$ cat config.mk
export PLATFORM = sky130hd
export DESIGN_NAME = wb_multi_counter
export DESIGN_NICKNAME = d
export VERILOG_FILES = /design/src/rtl/wb_multi_counter.sv
export SDC_FILE = /design/constraint.sdc
export NUM_CORES = 1
export LEC_CHECK = 0
export CAP_MARGIN = 20
export CORE_AREA = 2 2 205 207
export CTS_CLUSTER_SIZE = 30
export DETAILED_ROUTE_END_ITERATION = 10
export DIE_AREA = 0 0 207 209
export GPL_TIMING_DRIVEN = 0
export PLACE_DENSITY = 0.66
export REMOVE_ABC_BUFFERS = 1
export SYNTH_ARGS = -nofsm -noshare
export SYNTH_HDL_FRONTEND = slang
export SYNTH_SLANG_ARGS = --single-unit
export TNS_END_PERCENT = 1
$ cat constraint.sdc
create_clock -name wb_clk_i -period 5.5 [get_ports wb_clk_i]
set_input_delay 1.1 -clock wb_clk_i [delete_from_list [all_inputs] [get_ports wb_clk_i]]
set_output_delay 1.1 -clock wb_clk_i [all_outputs]
set_load 0.02 [all_outputs]
$ cat src/rtl/wb_multi_counter.sv
// wb_multi_counter: NCH-channel programmable up/down counter/timer on a Wishbone slave port.
//   Per channel: CTRL (en, dir, oneshot, ie), VALUE, LIMIT, STATUS (sticky tc, write-1-to-clear).
//   Register map: adr[7:4] = channel, adr[3:2] = register (CTRL, VALUE, LIMIT, STATUS);
//   adr[7:4] = 0xF, register 0 = PRESC. Unmapped addresses read 0, ignore writes, and are still acked.
//   Optional feature macro: MCNT_PRESCALER_EN enables a PSW-bit global tick prescaler.
// Ports:
//   wb_clk_i, wb_rst_i           clock, asynchronous active-high reset
//   wbs_*                        Wishbone slave (cyc, stb, we, sel, adr, dat_i / ack, dat_o)
//   la_data_in, la_oenb          per-channel external gate (la_data_in[c] counts when la_oenb[c] = 0)
//   la_data_out                  packed channel counts, channel 0 in the low bits
//   io_out, io_oeb               channel 0 count; output enables follow reset
//   irq                          [0] = any unmasked terminal-count status, [2:1] = 0
module wb_multi_counter #(
    parameter int unsigned BITS = 16,
    parameter int unsigned NCH  = 4,
    parameter int unsigned PSW  = 8
) (
    input  logic            wb_clk_i,
    input  logic            wb_rst_i,
    input  logic            wbs_stb_i,
    input  logic            wbs_cyc_i,
    input  logic            wbs_we_i,
    input  logic [3:0]      wbs_sel_i,
    input  logic [31:0]     wbs_adr_i,
    input  logic [31:0]     wbs_dat_i,
    output logic            wbs_ack_o,
    output logic [31:0]     wbs_dat_o,
    input  logic [127:0]    la_data_in,
    input  logic [127:0]    la_oenb,
    output logic [127:0]    la_data_out,
    output logic [BITS-1:0] io_out,
    output logic [BITS-1:0] io_oeb,
    output logic [2:0]      irq
);
    localparam int unsigned LAW = 128;

    // Replace the bytes of old_v selected by sel with the matching bytes of new_v.
    function automatic logic [31:0] byte_merge(input logic [31:0] old_v,
                                               input logic [31:0] new_v,
                                               input logic [3:0]  sel);
        logic [31:0] r;
        r = old_v;
        for (int b = 0; b < 4; b++) begin
            if (sel[b]) r[8*b +: 8] = new_v[8*b +: 8];
        end
        return r;
    endfunction

    logic [NCH-1:0]  en_q, en_d, dir_q, dir_d, os_q, os_d, ie_q, ie_d, tc_q, tc_d;
    logic [BITS-1:0] value_q [NCH];
    logic [BITS-1:0] value_d [NCH];
    logic [BITS-1:0] limit_q [NCH];
    logic [BITS-1:0] limit_d [NCH];
    logic            ack_q, ack_d;
    logic [31:0]     dat_q, dat_d;
    logic            irq_q, irq_d;

    logic        acc_c, wr_c, presc_hit_c, tick_c;
    logic [3:0]  chan_c;
    logic [1:0]  reg_c;
    logic [31:0] rdata_c, presc_rd_c;
    logic        unused_bits;

    // A transfer is accepted once per ack; the cycle after an ack never accepts.
    assign acc_c       = wbs_cyc_i & wbs_stb_i & ~ack_q;
    assign wr_c        = acc_c & wbs_we_i;
    assign chan_c      = wbs_adr_i[7:4];
    assign reg_c       = wbs_adr_i[3:2];
    assign presc_hit_c = (chan_c == 4'hF) && (reg_c == 2'd0);
    assign unused_bits = ^{wbs_adr_i[31:8], wbs_adr_i[1:0], la_data_in[LAW-1:NCH], la_oenb[LAW-1:NCH]};

`ifdef MCNT_PRESCALER_EN
    logic [PSW-1:0] presc_q, presc_d, pcnt_q, pcnt_d;

    // Global tick every PRESC+1 clocks; a PRESC write restarts the count.
    always_comb begin
        presc_d = presc_q;
        tick_c  = (pcnt_q == presc_q);
        pcnt_d  = tick_c ? '0 : pcnt_q + PSW'(1);
        if (wr_c && presc_hit_c) begin
            presc_d = PSW'(byte_merge(32'(presc_q), wbs_dat_i, wbs_sel_i));
            pcnt_d  = '0;
        end
    end

    always_ff @(posedge wb_clk_i or posedge wb_rst_i) begin
        if (wb_rst_i) begin
            presc_q <= '0;
            pcnt_q  <= '0;
        end else begin
            presc_q <= presc_d;
            pcnt_q  <= pcnt_d;
        end
    end

    assign presc_rd_c = 32'(presc_q);
`else
    logic [PSW-1:0] unused_psw;

    // Without a prescaler every clock is a tick; unused_psw keeps PSW referenced.
    assign tick_c     = 1'b1;
    assign presc_rd_c = '0;
    assign unused_psw = '0;
`endif

    // Read mux; anything not decoded returns zero.
    always_comb begin
        rdata_c = '0;
        if (presc_hit_c) rdata_c = presc_rd_c;
        for (int c = 0; c < NCH; c++) begin
            if (chan_c == 4'(c)) begin
                case (reg_c)
                    2'd0:    rdata_c = {28'd0, ie_q[c], os_q[c], dir_q[c], en_q[c]};
                    2'd1:    rdata_c = 32'(value_q[c]);
                    2'd2:    rdata_c = 32'(limit_q[c]);
                    default: rdata_c = {31'd0, tc_q[c]};
                endcase
            end
        end
    end

    // Channel next state: W1C, then tick (set wins over clear), then bus writes override.
    always_comb begin
        logic       hit;
        logic       cnt_en;
        logic [3:0] ctrl_w;
        hit    = 1'b0;
        cnt_en = 1'b0;
        ctrl_w = '0;
        en_d   = en_q;
        dir_d  = dir_q;
        os_d   = os_q;
        ie_d   = ie_q;
        tc_d   = tc_q;
        for (int c = 0; c < NCH; c++) begin
            value_d[c] = value_q[c];
            limit_d[c] = limit_q[c];
            hit    = wr_c && (chan_c == 4'(c));
            cnt_en = tick_c & en_q[c] & (la_oenb[c] | la_data_in[c]);
            if (hit && (reg_c == 2'd3) && wbs_sel_i[0] && wbs_dat_i[0]) tc_d[c] = 1'b0;
            // A VALUE write in the same cycle swallows the tick entirely.
            if (cnt_en && !(hit && (reg_c == 2'd1))) begin
                if (!dir_q[c]) begin
                    if (value_q[c] == limit_q[c]) begin
                        tc_d[c] = 1'b1;
                        if (os_q[c]) en_d[c] = 1'b0;
                        else         value_d[c] = '0;
                    end else begin
                        value_d[c] = value_q[c] + BITS'(1);
                    end
                end else begin
                    if (value_q[c] == '0) begin
                        tc_d[c] = 1'b1;
                        if (os_q[c]) en_d[c] = 1'b0;
                        else         value_d[c] = limit_q[c];
                    end else begin
                        value_d[c] = value_q[c] - BITS'(1);
                    end
                end
            end
            if (hit) begin
                case (reg_c)
                    2'd0: begin
                        ctrl_w = 4'(byte_merge(32'({ie_q[c], os_q[c], dir_q[c], en_q[c]}),
                                               wbs_dat_i, wbs_sel_i));
                        en_d[c]  = ctrl_w[0];
                        dir_d[c] = ctrl_w[1];
                        os_d[c]  = ctrl_w[2];
                        ie_d[c]  = ctrl_w[3];
                    end
                    2'd1:    value_d[c] = BITS'(byte_merge(32'(value_q[c]), wbs_dat_i, wbs_sel_i));
                    2'd2:    limit_d[c] = BITS'(byte_merge(32'(limit_q[c]), wbs_dat_i, wbs_sel_i));
                    default: ;
                endcase
            end
        end
    end

    // Bus response and interrupt next state.
    always_comb begin
        ack_d = acc_c;
        dat_d = (acc_c && !wbs_we_i) ? rdata_c : dat_q;
        irq_d = |(tc_q & ie_q);
    end

    always_ff @(posedge wb_clk_i or posedge wb_rst_i) begin
        if (wb_rst_i) begin
            en_q  <= '0;
            dir_q <= '0;
            os_q  <= '0;
            ie_q  <= '0;
            tc_q  <= '0;
            ack_q <= 1'b0;
            dat_q <= '0;
            irq_q <= 1'b0;
            for (int c = 0; c < NCH; c++) begin
                value_q[c] <= '0;
                limit_q[c] <= '1;
            end
        end else begin
            en_q  <= en_d;
            dir_q <= dir_d;
            os_q  <= os_d;
            ie_q  <= ie_d;
            tc_q  <= tc_d;
            ack_q <= ack_d;
            dat_q <= dat_d;
            irq_q <= irq_d;
            for (int c = 0; c < NCH; c++) begin
                value_q[c] <= value_d[c];
                limit_q[c] <= limit_d[c];
            end
        end
    end

    always_comb begin
        la_data_out = '0;
        for (int c = 0; c < NCH; c++) la_data_out[c*BITS +: BITS] = value_q[c];
    end

    assign wbs_ack_o = ack_q;
    assign wbs_dat_o = dat_q;
    assign irq       = {2'b00, irq_q};
    assign io_out    = value_q[0];
    assign io_oeb    = {BITS{wb_rst_i}};

endmodule

==> flow_summary.toml <==
[sta]
rsz0062_at_grt = "no"
hold_viol = 0
period_needed_ns = 4.61
max_freq_mhz = 217
tightest_slew_ns = 1.05
maxSlewViolCount = 0
relSlewSlack = 0.291
fin_hold_ws_ns = 0.510
fin_skew_ns = 0.0113
setup_viol = 0
finalCritPeriodShare = 0.838

[global_route]
grt_use_total = 0.234
grtUsageMet3 = 0.0473
top_usage_layer = "met2"
first_global_vias = 12800
use_met2 = 0.363
use_met1 = 0.322
overflow = 0
grt_max_degree = 131
antenna_found_initial = 2
grt_pass1_wl_um = 79900

[critical_path]
ff2ff_path_depth = 7
rrSetupSlack_ns = 1.68
cp.arrival_ns = 4.94
r2r-end = "io_out[8]"
critPathMaxFanout = 18
criticalPathCategory = "primary input to flop"
critPathCaptureType = "flop"
cpPeakStageDelay_ns = 0.89
cp_cell_sequence = "clkdlybuf4s50_1, buf_16, nand2b_1, nor2_1, nand2_1, nand2b_1, nor3_1, a221oi_1, nand2_1"
cp_slowest_cell = "clkdlybuf4s50_1"
rr_startpoint = "wbs_ack_o"
cp.required_ns = 5.83
start_kind = "primary input"

[detailed_routing]
drc_errors = 0
num_vias = 13800
drtIter0Drc = 2018
drt-pass1-iter-count = 6
totalWireLength_um = 52100
ant_nets = 0
via_per_inst = 6.19
routedWlPerCell_um = 23.3

[logic_synthesis]
avgSynthCellArea_um2 = 8.34
ys_seq_area_frac = 0.303
ys_types = 83
synth.cell_area_um2 = 14000
async_reset_ff_frac = 1.00
synth-edff-count = 0
ys.flop_type = "dfrtp_1"
ys.warnings.count = 0
synth_seq_cells = 166
syn-instance-count = 1678

[hold_path]
whs_path_depth = 1
worstHoldPathType = "flop to flop"
worstHoldEndpoint = "wbs_dat_o[7]"
min-delay-start = "wbs_dat_o[7]"

[placement]
gp_congestion = 0.979
dp.cells = 2199
hpwlAfterDp_um = 36900
placed_area_um2 = 15200
io_buffers = 150

[final_layout]
finish.utilization = 0.382
design_area_um2 = 15800
layout-drive-gt1-share = 0.129
final_common_cell = "clkdlybuf4s50_1"
layoutNonFillerInstCount = 2234
area_growth_pct = 12.9
final_net_count = 2022
final_cell_mix = "150 x clkdlybuf4s50_1, 134 x nor2_1, 106 x nand2_1"

[die]
die_h_um = 209
fp.coreArea_um2 = 41300
die_x_um = 207
rows = 75
io_pins = 525
start_util = 0.339
die-area_um2 = 43300

[clocking]
cts_buffers = 17
clockBufferDepth = 2
htree_levels = 4
clk_latency_ns = 0.44
hold_buffers = 0
cts_sinks = 166
cts-root-buf = "clkbuf_16"
tritoncts = "done"
post-cts-setup-buffers = 0
clk_pin_slew_ns = 0.07
post_cts_resized = 0

[power_and_ir_drop]
p_total_mw = 4.63
p_per_area_nw_per_um2 = 293
vdd_drop_max_mv = 0.225
leakage_nw = 5.91

[job]
drv_cap = 0

[run_status]
status = "complete, no violations"
worst max-delay path by stage:
stage | start | slack [ns] | depth (start not counted) | end
3_3_place_gp | wb_rst_i | -2.90 | 2 | io_out[14]
4_1_cts | wbs_adr_i[3] | 0.92 | 8 | io_out[8]
5_1_grt | wbs_adr_i[2] | 0.88 | 9 | io_out[4]
3_5_place_dp | wbs_adr_i[3] | 0.44 | 8 | io_out[8]
2_1_floorplan | wb_rst_i | 0.02 | 1 | dir_q[0]
6_report | wbs_adr_i[2] | 0.89 | 9 | io_out[8]
power by group:
group | leakage, nW | switching (mW) | internal [mW] | total, mW
clock network | 0.262 | 0.563 | 0.597 | 1.16
logic | 3.65 | 1.00 | 0.744 | 1.75
registers | 2.01 | 0.384 | 1.34 | 1.72
Yosys cell counts, drive strengths merged (35+ instances only):
cell type	number	area share
o22ai	49	0.022
mux2	78	0.063
nand3	57	0.020
dfrtp	102	0.18
dfstp	64	0.12
o21ai	78	0.028
nand2	106	0.028
nor3	57	0.021
nand4	35	0.016
a21oi	87	0.031
buf	133	0.070
a22oi	67	0.036
nor2	136	0.037
xnor2	81	0.051
clkbuf	124	0.034
area by class of cell:
type / instances / area (um2)
flip-flops and latches: 166 / 4230
inverters: 35 / 139
clock buffers: 19 / 443
well taps: 539 / 674
multi-input cells: 1301 / 8530
clock inverters: 13 / 101
repair buffers: 160 / 1670
diodes: 1 / 2.50
fillers: 4172 / 25500
kinds of logic (layout without fill, tap and decap cells):
kind of cell / after synthesis / count (layout) / share of synthesized area
AOI/OAI and AO/OA: 455 / 455 / 0.220
xor gates and xnor gates: 115 / 115 / 0.0720
adders and majority gates: 12 / 12 / 0.0107
buffers and inverters: 292 / 227 / 0.113
DFF: 166 / 166 / 0.303
muxes: 112 / 112 / 0.0907
other: 1 / 83 / 0.000268
and+or+nand+nor: 525 / 525 / 0.191
metrics by stage:
stage               setup slack [ns]  TNS [ns]
detailed placement             0.444         0
CTS                            0.921         0
global placement               -2.90   -527.46
global route                   0.882         0
finish                         0.889         0
floorplan                     0.0159         0
worst max-delay path, delay by kind of cell:
family,cells,cell delay [ns]
buffers and inverters,2,1.13
AND/OR/NAND/NOR,6,2.38
AO/OA/AOI/OAI,1,0.32
metal layers:
layer	share of wire	routed length, um	up-vias
met3	0.10	5340	135
met4	0.037	1910	0
li1	-	-	6009
met1	0.41	21300	6724
met2	0.45	23500	955
met5	0	0	-
registers in the layout, summed over array words and instances, names as in the netlist:
register and cells:
limit_q 64, wbs_ack_o 1, io_out 16, la_data_out 48
dir_q 4, os_q 4, wbs_dat_o 16, tc_q 4
ie_q 4, irq_q 1, en_q 4
No activity file was read; power rests on OpenSTA's default activity.
==> variant (config.mk and constraints unchanged) <==
Build with the macro `MCNT_PRESCALER_EN` defined.
--- a/src/rtl/wb_multi_counter.sv
+++ b/src/rtl/wb_multi_counter.sv
@@ -10,6 +10,8 @@
 //   la_data_out                  packed channel counts, channel 0 in the low bits
 //   io_out, io_oeb               channel 0 count; output enables follow reset
 //   irq                          [0] = any unmasked terminal-count status, [2:1] = 0
+`define MCNT_PRESCALER_EN
+
 module wb_multi_counter #(
     parameter int unsigned BITS = 16,
     parameter int unsigned NCH  = 4,
Behaviour: not the same (Yosys sat finds a counterexample within 4 cycles, from zero or initial values and one cycle with wb_rst_i high).
==> variant against the original RTL <==
Sequential cell count up 16; total power up 17%; wire length up 5.5%; worst setup slack better by 330 ps; design area up 8.4%; critical path depth down 1; first-iteration DRC count about the same; area after synthesis up 9.2%; sequential power up 16%.
==> variant: results (changes against the original RTL) <==
status completed; area share of xor/xnor cells in the synthesized design 5.97% (-1.2 points); adder-cell share of the synthesized area 1.07% (-0.0080 points); initial antenna violation count 0 (-2); vias in the first global route 13600 (+6.0%); Synth Area in Compound Gates 22.4% (+0.38 points); WL met1 23500 um (+10%); mux share of post-synthesis cell area 8.73% (-0.34 points); Seq/Total Area, Yosys 30.4% (+0.085 points); WL/cell 23.2 um (-0.71%); Detail Placement HPWL 38800 um (+5.1%); drt pass-1 iters 8 (+2); P_leak 6.71 nW (+13%); Slew @ Worst Pin 1080 ps (+35.7 ps); met2 Track Usage GR 36.6% (+0.23 points); first-pass GRT wire length 83800 um (+4.9%); Max FO, Critical Path 14 (-4); met3 wire length 5270 um (-1.2%); crit path DAT 4660 ps (-280 ps); Synth cell types 90 (+8.4%); filler cell count 4103 (-1.7%); Max VDD drop 239 uV (+6.4%); share of layout cells above drive strength 1 13.6% (+0.76 points); diode count 0 (-1); Post-synth top cells 164 x nor2_1, 138 x nand2_1, 118 x dfrtp_1; Clock Latency Late Sink 460 ps (+20 ps); Synth Instances 1826 (+8.8%); DRT Wirelength 55000 um (+5.5%); pre-CTS setup slack 697 ps (+254 ps)
==> variant: cell count changes after synthesis, sizes merged, moves of 13 or more <==
cell	before	now
nor2	136	169
nand2	106	138
buf	133	163
xnor2	81	54
clkbuf	124	102
a22oi	67	50
dfrtp	102	118
xor2	34	50
a21oi	87	101
nor4	24	37
==> variant: area by class of cell <==
type / instances / share of cell area [%]
multi-input combinational: 1427 / 54.7
clock buffer: 19 / 2.65
inverter: 33 / 0.768
timing repair buffer: 161 / 9.91
tap: 539 / 3.94
clock inverter: 13 / 0.921
sequential: 182 / 27.1
==> variant: where the power goes <==
group	internal (W)	switching [W]
clock network	0.000710	0.000623
logic	0.000920	0.00118
registers	0.00149	0.000507
==> variant: stage by stage <==
| stage | hold slack [ps] | total power (W) | instance area (um^2) |
|---|---|---|---|
| finish | 527 | 0.00544 | 17100 |
| global route | 546 | 0.00572 | 17100 |
| CTS | 530 | 0.00541 | 17100 |
| detailed placement | 518 | 0.00407 | 16500 |
| global placement | 473 | 0.00401 | 16200 |
| floorplan | 469 | 0.00318 | 14100 |
==> variant: worst max-delay path: stages <==
cell and delay [ps]:
clkdlybuf4s50_1 820, buf_16 370, nand2b_1 500, nor3_4 150, nor3_1 830, o21ai_0 440, o21a_1 280, o21ai_0 150
==> variant: how the worst max path moves through the flow <==
stage | startpoint | to | slack (ps)
5_1_grt | wbs_adr_i[2] | la_data_out[16] | 1100
6_report | wbs_adr_i[2] | la_data_out[16] | 1220
3_5_place_dp | wbs_adr_i[3] | en_q[1] | 700
4_1_cts | wbs_adr_i[3] | la_data_out[16] | 1180
3_3_place_gp | wb_rst_i | io_out[9] | -3500
2_1_floorplan | wb_rst_i | dir_q[0] | -440
